[config.mk]
export PLATFORM = sky130hd
export DESIGN_NAME = wb_select_stage
export DESIGN_NICKNAME = d
export VERILOG_FILES = /design/src/rtl/wb_pkg.sv /design/src/rtl/wb_mux_n.sv /design/src/rtl/wb_select_stage.sv
export SDC_FILE = /design/constraint.sdc
export NUM_CORES = 1
export LEC_CHECK = 0
export CAP_MARGIN = 20
export CELL_PAD_IN_SITES_DETAIL_PLACEMENT = 1
export CELL_PAD_IN_SITES_GLOBAL_PLACEMENT = 1
export CORE_UTILIZATION = 26
export CTS_BUF_LIST = sky130_fd_sc_hd__clkbuf_2
export DETAILED_ROUTE_END_ITERATION = 12
export MAX_ROUTING_LAYER = met4
export PLACE_DENSITY_LB_ADDON = 0.1
export SLEW_MARGIN = 5
export SYNTH_ARGS = -nofsm -noshare
export SYNTH_HDL_FRONTEND = slang
export SYNTH_SLANG_ARGS = --single-unit
[constraint.sdc]
create_clock -name clk -period 2.7 [get_ports clk]
set_input_delay 0.27 -clock clk [delete_from_list [all_inputs] [get_ports clk]]
set_output_delay 0.27 -clock clk [all_outputs]
set_load 0.03 [all_outputs]
[src/rtl/wb_pkg.sv]
// Shared constants and types for the writeback-select stage.
package wb_pkg;

    localparam int unsigned WB_WIDTH   = 32;
    localparam int unsigned WB_REG_AW  = 5;
    localparam int unsigned WB_SEL_W   = 2;
    localparam int unsigned WB_NUM_SRC = 4;

    typedef logic [WB_SEL_W-1:0] wb_sel_t;

    // Writeback source indices driven by the control unit
    localparam wb_sel_t WB_SRC_ALU = 2'd0;
    localparam wb_sel_t WB_SRC_MEM = 2'd1;
    localparam wb_sel_t WB_SRC_PC4 = 2'd2;
    localparam wb_sel_t WB_SRC_LUI = 2'd3;

endpackage

[src/rtl/wb_mux_n.sv]
// Combinational N-way indexed mux; out-of-range selects yield zero and flag illegal.
module wb_mux_n #(
    parameter int unsigned WIDTH   = 32,
    parameter int unsigned NUM_SRC = 4,
    parameter int unsigned SEL_W   = 2
) (
    input  logic [NUM_SRC*WIDTH-1:0] i_src_data,
    input  logic [SEL_W-1:0]         i_sel,
    output logic [WIDTH-1:0]         o_data,
    output logic                     o_illegal
);

    localparam int unsigned CMP_W = SEL_W + 1;

    always_comb begin
        o_data = '0;
        for (int k = 0; k < int'(NUM_SRC); k++) begin
            if (i_sel == SEL_W'(k)) begin
                o_data = i_src_data[k*WIDTH +: WIDTH];
            end
        end
    end

    // A fully populated select space can never go out of range
    generate
        if (NUM_SRC < (1 << SEL_W)) begin : g_chk
            assign o_illegal = ({1'b0, i_sel} >= CMP_W'(NUM_SRC));
        end else begin : g_full
            assign o_illegal = 1'b0;
        end
    endgenerate

endmodule

[src/rtl/wb_select_stage.sv]
// Writeback-source select plus MEM/WB pipeline register feeding register-file WD3/A3/WE3.
module wb_select_stage
    import wb_pkg::*;
#(
    parameter int unsigned WIDTH   = WB_WIDTH,
    parameter int unsigned NUM_SRC = WB_NUM_SRC,
    parameter int unsigned SEL_W   = WB_SEL_W,
    parameter int unsigned REG_AW  = WB_REG_AW
) (
    input  logic                     clk,
    input  logic                     rst_n,
    input  logic                     in_valid,
    input  logic                     stall,
    input  logic                     flush,
    input  logic [NUM_SRC*WIDTH-1:0] src_data,
    input  logic [SEL_W-1:0]         src_sel,
    input  logic [REG_AW-1:0]        rd_in,
    input  logic                     we_in,
    output logic                     wb_valid,
    output logic [WIDTH-1:0]         wd3,
    output logic [REG_AW-1:0]        a3,
    output logic                     we3,
    output logic                     sel_err,
    output logic [WIDTH-1:0]         fwd_data
);

    logic [WIDTH-1:0]  w_sel_data;
    logic              w_illegal;
    logic              w_we_qual;

    logic              r_valid;
    logic [WIDTH-1:0]  r_wd3;
    logic [REG_AW-1:0] r_a3;
    logic              r_we3;
    logic              r_sel_err;

    wb_mux_n #(
        .WIDTH   (WIDTH),
        .NUM_SRC (NUM_SRC),
        .SEL_W   (SEL_W)
    ) u_mux (
        .i_src_data (src_data),
        .i_sel      (src_sel),
        .o_data     (w_sel_data),
        .o_illegal  (w_illegal)
    );

    // x0 is hardwired zero, and an illegal select must never reach the register file
    assign w_we_qual = in_valid & we_in & (rd_in != '0) & ~w_illegal;

    // Priority: reset > flush > stall > load; flush leaves the data/address untouched
    always_ff @(posedge clk) begin
        if (!rst_n) begin
            r_valid   <= 1'b0;
            r_wd3     <= '0;
            r_a3      <= '0;
            r_we3     <= 1'b0;
            r_sel_err <= 1'b0;
        end else if (flush) begin
            r_valid   <= 1'b0;
            r_we3     <= 1'b0;
            r_sel_err <= 1'b0;
        end else if (!stall) begin
            r_valid   <= in_valid;
            r_wd3     <= w_sel_data;
            r_a3      <= rd_in;
            r_we3     <= w_we_qual;
            r_sel_err <= in_valid & w_illegal;
        end
    end

    assign wb_valid = r_valid;
    assign wd3      = r_wd3;
    assign a3       = r_a3;
    assign we3      = r_we3;
    assign sel_err  = r_sel_err;
    assign fwd_data = w_sel_data;

endmodule

# After elaboration in Yosys (flattened, before gate mapping)
# Index checks and enable logic that the tools add are counted.
# word_totals
register_bits	39
out_inout_bits	72
inputBits	141
# classes
muxes	4
reduce_logical	4
eq_ne	3
bitwise	5
# ops
cell	count
2-to-1 mux 32 bit	4
nonzero test 5 bit	1
equality test 2 bit, second input constant	2
NOT 1 bit	3
AND 1 bit	2
equality test 2 x 1 -> 1 bit, second input constant	1
logical NOT 2 bit	1
AND reduction 2 bit	1
OR reduction 2 bit	1

# Longest topological paths before layout
# depth
depth_word	5
mapped_depth	5

# Modules after synthesis
# Synthesis repeated with hierarchy kept, for this count alone.
# hier_totals
hier_cells	217
area_unflattened_um2	2328.5
# modules_own_cells
module	cells_per_inst	area_per_inst_um2	n_inst
wb_select_stage	176	1502.7	1
wb_mux_n	41	825.8	1

# Least setup slack after synthesis
# OpenSTA, ideal clock, no wires.
# synth_path
kind	in2out
startpoint	input port src_sel[1]
endpoint	output port fwd_data[0]
required_ns	2.430
path_slack_ns	1.137
stages	4
t_arrival_ns	1.293
cell_sequence	buf_4 -> buf_4 -> mux2i_1 -> mux2i_1
# synth_between
elab_chain_len	5
word_cells_on_any_way	8
classes_between	eq/ne (3); mux (4); reduce/logical (1)
# synth_lines
element	line	text
start, declared	wb_select_stage.sv:16	input logic [SEL_W-1:0] src_sel,
logical NOT 2 bit	wb_mux_n.sv:18	if (i_sel == SEL_W'(k)) begin
2-to-1 mux 32 bit (3 in a row)	wb_mux_n.sv:18	
2-to-1 mux 32 bit *	wb_mux_n.sv:18	
end, declared	wb_select_stage.sv:24	output logic [WIDTH-1:0] fwd_data
# Mark *: on every way between the ends. The rest lies on a longest branch, timed or not.

# Worst setup path in the final report
# layout_path
startpoint	input port src_sel[1]
endpoint	output port fwd_data[21]
# The elaborated chain is that of the path after synthesis.

==> impl_metrics.env <==
export IMPL_outcome="finished clean"
export IMPL_critPathMaxStageDelay_ns=0.61
export IMPL_fin_setup_tns_ns=0
export IMPL_busiest_layer="met2"
export IMPL_port_buffer_count=211
export IMPL_p_leak_uw=0.00198
export IMPL_slew_violations=0
export IMPL_met2_usage_pct=33.5
export IMPL_start_util_pct=27.2
export IMPL_drive_gt1_share_pct=11.0
export IMPL_syn_inst=251
export IMPL_cp_common_cell="mux2i_1"
export IMPL_ys_ff_latch=39
export IMPL_cts_resized=0
export IMPL_hold_viol=0
export IMPL_power_internal_uw=1290
export IMPL_place_congestion=0.799
export IMPL_grt_pass1_wl_um=16000
export IMPL_cts_root_buf="clkbuf_2"
export IMPL_num_vias=2806
export IMPL_timing_fmax_ghz=0.445
export IMPL_fin_crit_sh_pct=83.3
export IMPL_synth_fp_nets=392
export IMPL_postLayoutCoreUtil_pct=50.4
export IMPL_critPathLaunchType="primary input"
export IMPL_fin_crit_ns=2.25
export IMPL_crit_slowest_cell="clkdlybuf4s50_1"
export IMPL_clock_sinks=39
export IMPL_power_density_nw_per_um2=384
export IMPL_met1_usage_pct=21.7
export IMPL_synth_area_leaders="mux2i_1 36%, dfxtp_1 29%, o221ai_2 17%, nand2_1 5.3%, buf_6 2.5%"
export IMPL_worstPathMaxFanout=27
export IMPL_nNetsFinal=594
export IMPL_worstPathArrival_ns=1.98
export IMPL_insertion_delay_ns=0.40
export IMPL_hold_path_class="primary input to flop"
export IMPL_numCtsBuffers=5
export IMPL_finClkSkew_ns=0
export IMPL_use_met3_pct=5.48
export IMPL_die_x_um=104
export IMPL_grt_overflow_total=0
export IMPL_ant_nets=0
export IMPL_post_drt_via_cell_ratio=4.78
export IMPL_power_frac_clock_pct=24.1
export IMPL_grt_max_degree=35
export IMPL_htree_num_levels=2
export IMPL_path_class="primary input to output pin"
export IMPL_clk_pin_slew_ns=0.24
export IMPL_slew_headroom_pct=61.1
export IMPL_drt_iter0_drc=65
export IMPL_n_antenna_cell=0
export IMPL_core_area_um2=9860
export IMPL_yosysTopAreaCell="mux2i_1"
export IMPL_grt_pass1_vias=3025
export IMPL_postCtsHoldBufs=0
export IMPL_setup_violations=0
export IMPL_p_comb_share_pct=43.0
export IMPL_synth_top_cell_area_share_pct=36.2
export IMPL_antenna_found_initial=0
export IMPL_worst_setup_path_end_kind="output pin"
export IMPL_power_uw=1910
export IMPL_grt_use_total_pct=19.0
export IMPL_maxCapViolations=0
export IMPL_hpwl_um=8060
export IMPL_final_cell_mix="209 x clkdlybuf4s50_1, 97 x mux2i_1, 39 x dfxtp_1"
export IMPL_post_drt_wl_per_cell_um=17.2
export IMPL_rows=36
export IMPL_crit_chain="buf_4 -> buf_12 -> mux2i_1 -> mux2i_1 -> clkdlybuf4s50_1"
export IMPL_ys_seq_area_share_pct=29.1
export IMPL_die_area_um2=10700
export IMPL_postCtsSetupRepairBufs=0
export IMPL_synth_area_um2=2680
export IMPL_post_route_drc_count=0
export IMPL_final_common_cell="clkdlybuf4s50_1"
export IMPL_switching_power_uw=621
export IMPL_io_pins=213
export IMPL_cts_tree="built"
export IMPL_hold_ws_ns=0.406
export IMPL_routed_wl_um=10100
export IMPL_p_seq_share_pct=32.9
export IMPL_yosys_warnings=0
export IMPL_crit_required_ns=2.43
export IMPL_firstDrtPassIters=4
export IMPL_cts_buffer_depth=2
export IMPL_rrSetupSlack_ns=2.03
export IMPL_die_h_um=104
export IMPL_syn_avg_cell_area_um2=10.7
export IMPL_peakVddDrop_mv=0.261
export IMPL_tightest_slew_ns=0.583
export IMPL_p_sw_share_pct=32.5
export IMPL_rsz0062_at_grt="no"
export IMPL_area_growth_pct=85.4
export IMPL_synth_cell_types=21
-- flip-flops by register name, summed over array words and instances, names as in the netlist --
name	cells
we3	1
a3	5
wd3	32
wb_valid	1
-- final timing paths --
path                            depth (start not counted)           end  startpoint
worst max register to register                          2         a3[1]       a3[1]
worst min-delay path                                    3           we3       we_in
worst max-delay path                                    5  fwd_data[21]  src_sel[1]
worst min register to register                          2           we3         we3
-- stage by stage --
stage / cells / worst slack, ns / instance area (um^2)
detailed placement: 579 / 0.460 / 4880
CTS: 587 / 0.456 / 4970
global placement: 579 / 0.472 / 4880
floorplan: 251 / 1.14 / 2680
global route: 587 / 0.371 / 4970
finish: 587 / 0.451 / 4970
-- synth_stat cells, drive strengths merged --
| library cell | number |
|---|---|
| mux2i | 97 |
| dfxtp | 39 |
| nand2 | 39 |
| o221ai | 32 |
| buf | 23 |
| a21boi | 5 |
| o21ai | 5 |
| nand2b | 2 |
| nor2 | 2 |
| a21oi | 1 |
| conb | 1 |
| inv | 1 |
| nor3b | 1 |
| o2111ai | 1 |
| o21a | 1 |
| or4 | 1 |
-- routing by layer --
metal / up-vias / wire length, um
met1: 1322 / 4180
met3: 5 / 760
li1: 1355 / -
met4: 0 / 61
met2: 124 / 5080
met5: - / 0
-- power groups by stage --
stage | sequential (uW) | combinational [uW] | clock [uW]
detailed placement | 639 | 830 | 0
global placement | 638 | 821 | 0
floorplan | 704 | 339 | 0
CTS | 628 | 832 | 474
global route | 633 | 866 | 502
finish | 628 | 821 | 460
-- area by class of cell --
class	instances	area (um^2)
clock buffers	6	30.0
clock inverters	2	60.1
fillers	1105	4890
inverters	1	3.75
multi-input cells	188	1720
flip-flops and latches	39	781
well taps	133	166
repair buffers	218	2210
-- worst max-delay path: cells and delay by family --
family                 cells  cell delay (ns)
muxes                      2             0.48
buffers and inverters      3             1.21
-- cell families (layout without fill, tap and decap cells) --
kind of cell	count (synthesis)	after routing	synth area share, %
compound gates	45	45	20.6
buf+inv	24	227	6.58
flops	39	39	29.1
mux	97	97	36.2
other cells	1	1	0.140
simple gates	45	45	7.37
No activity file was read; power rests on OpenSTA's default activity.
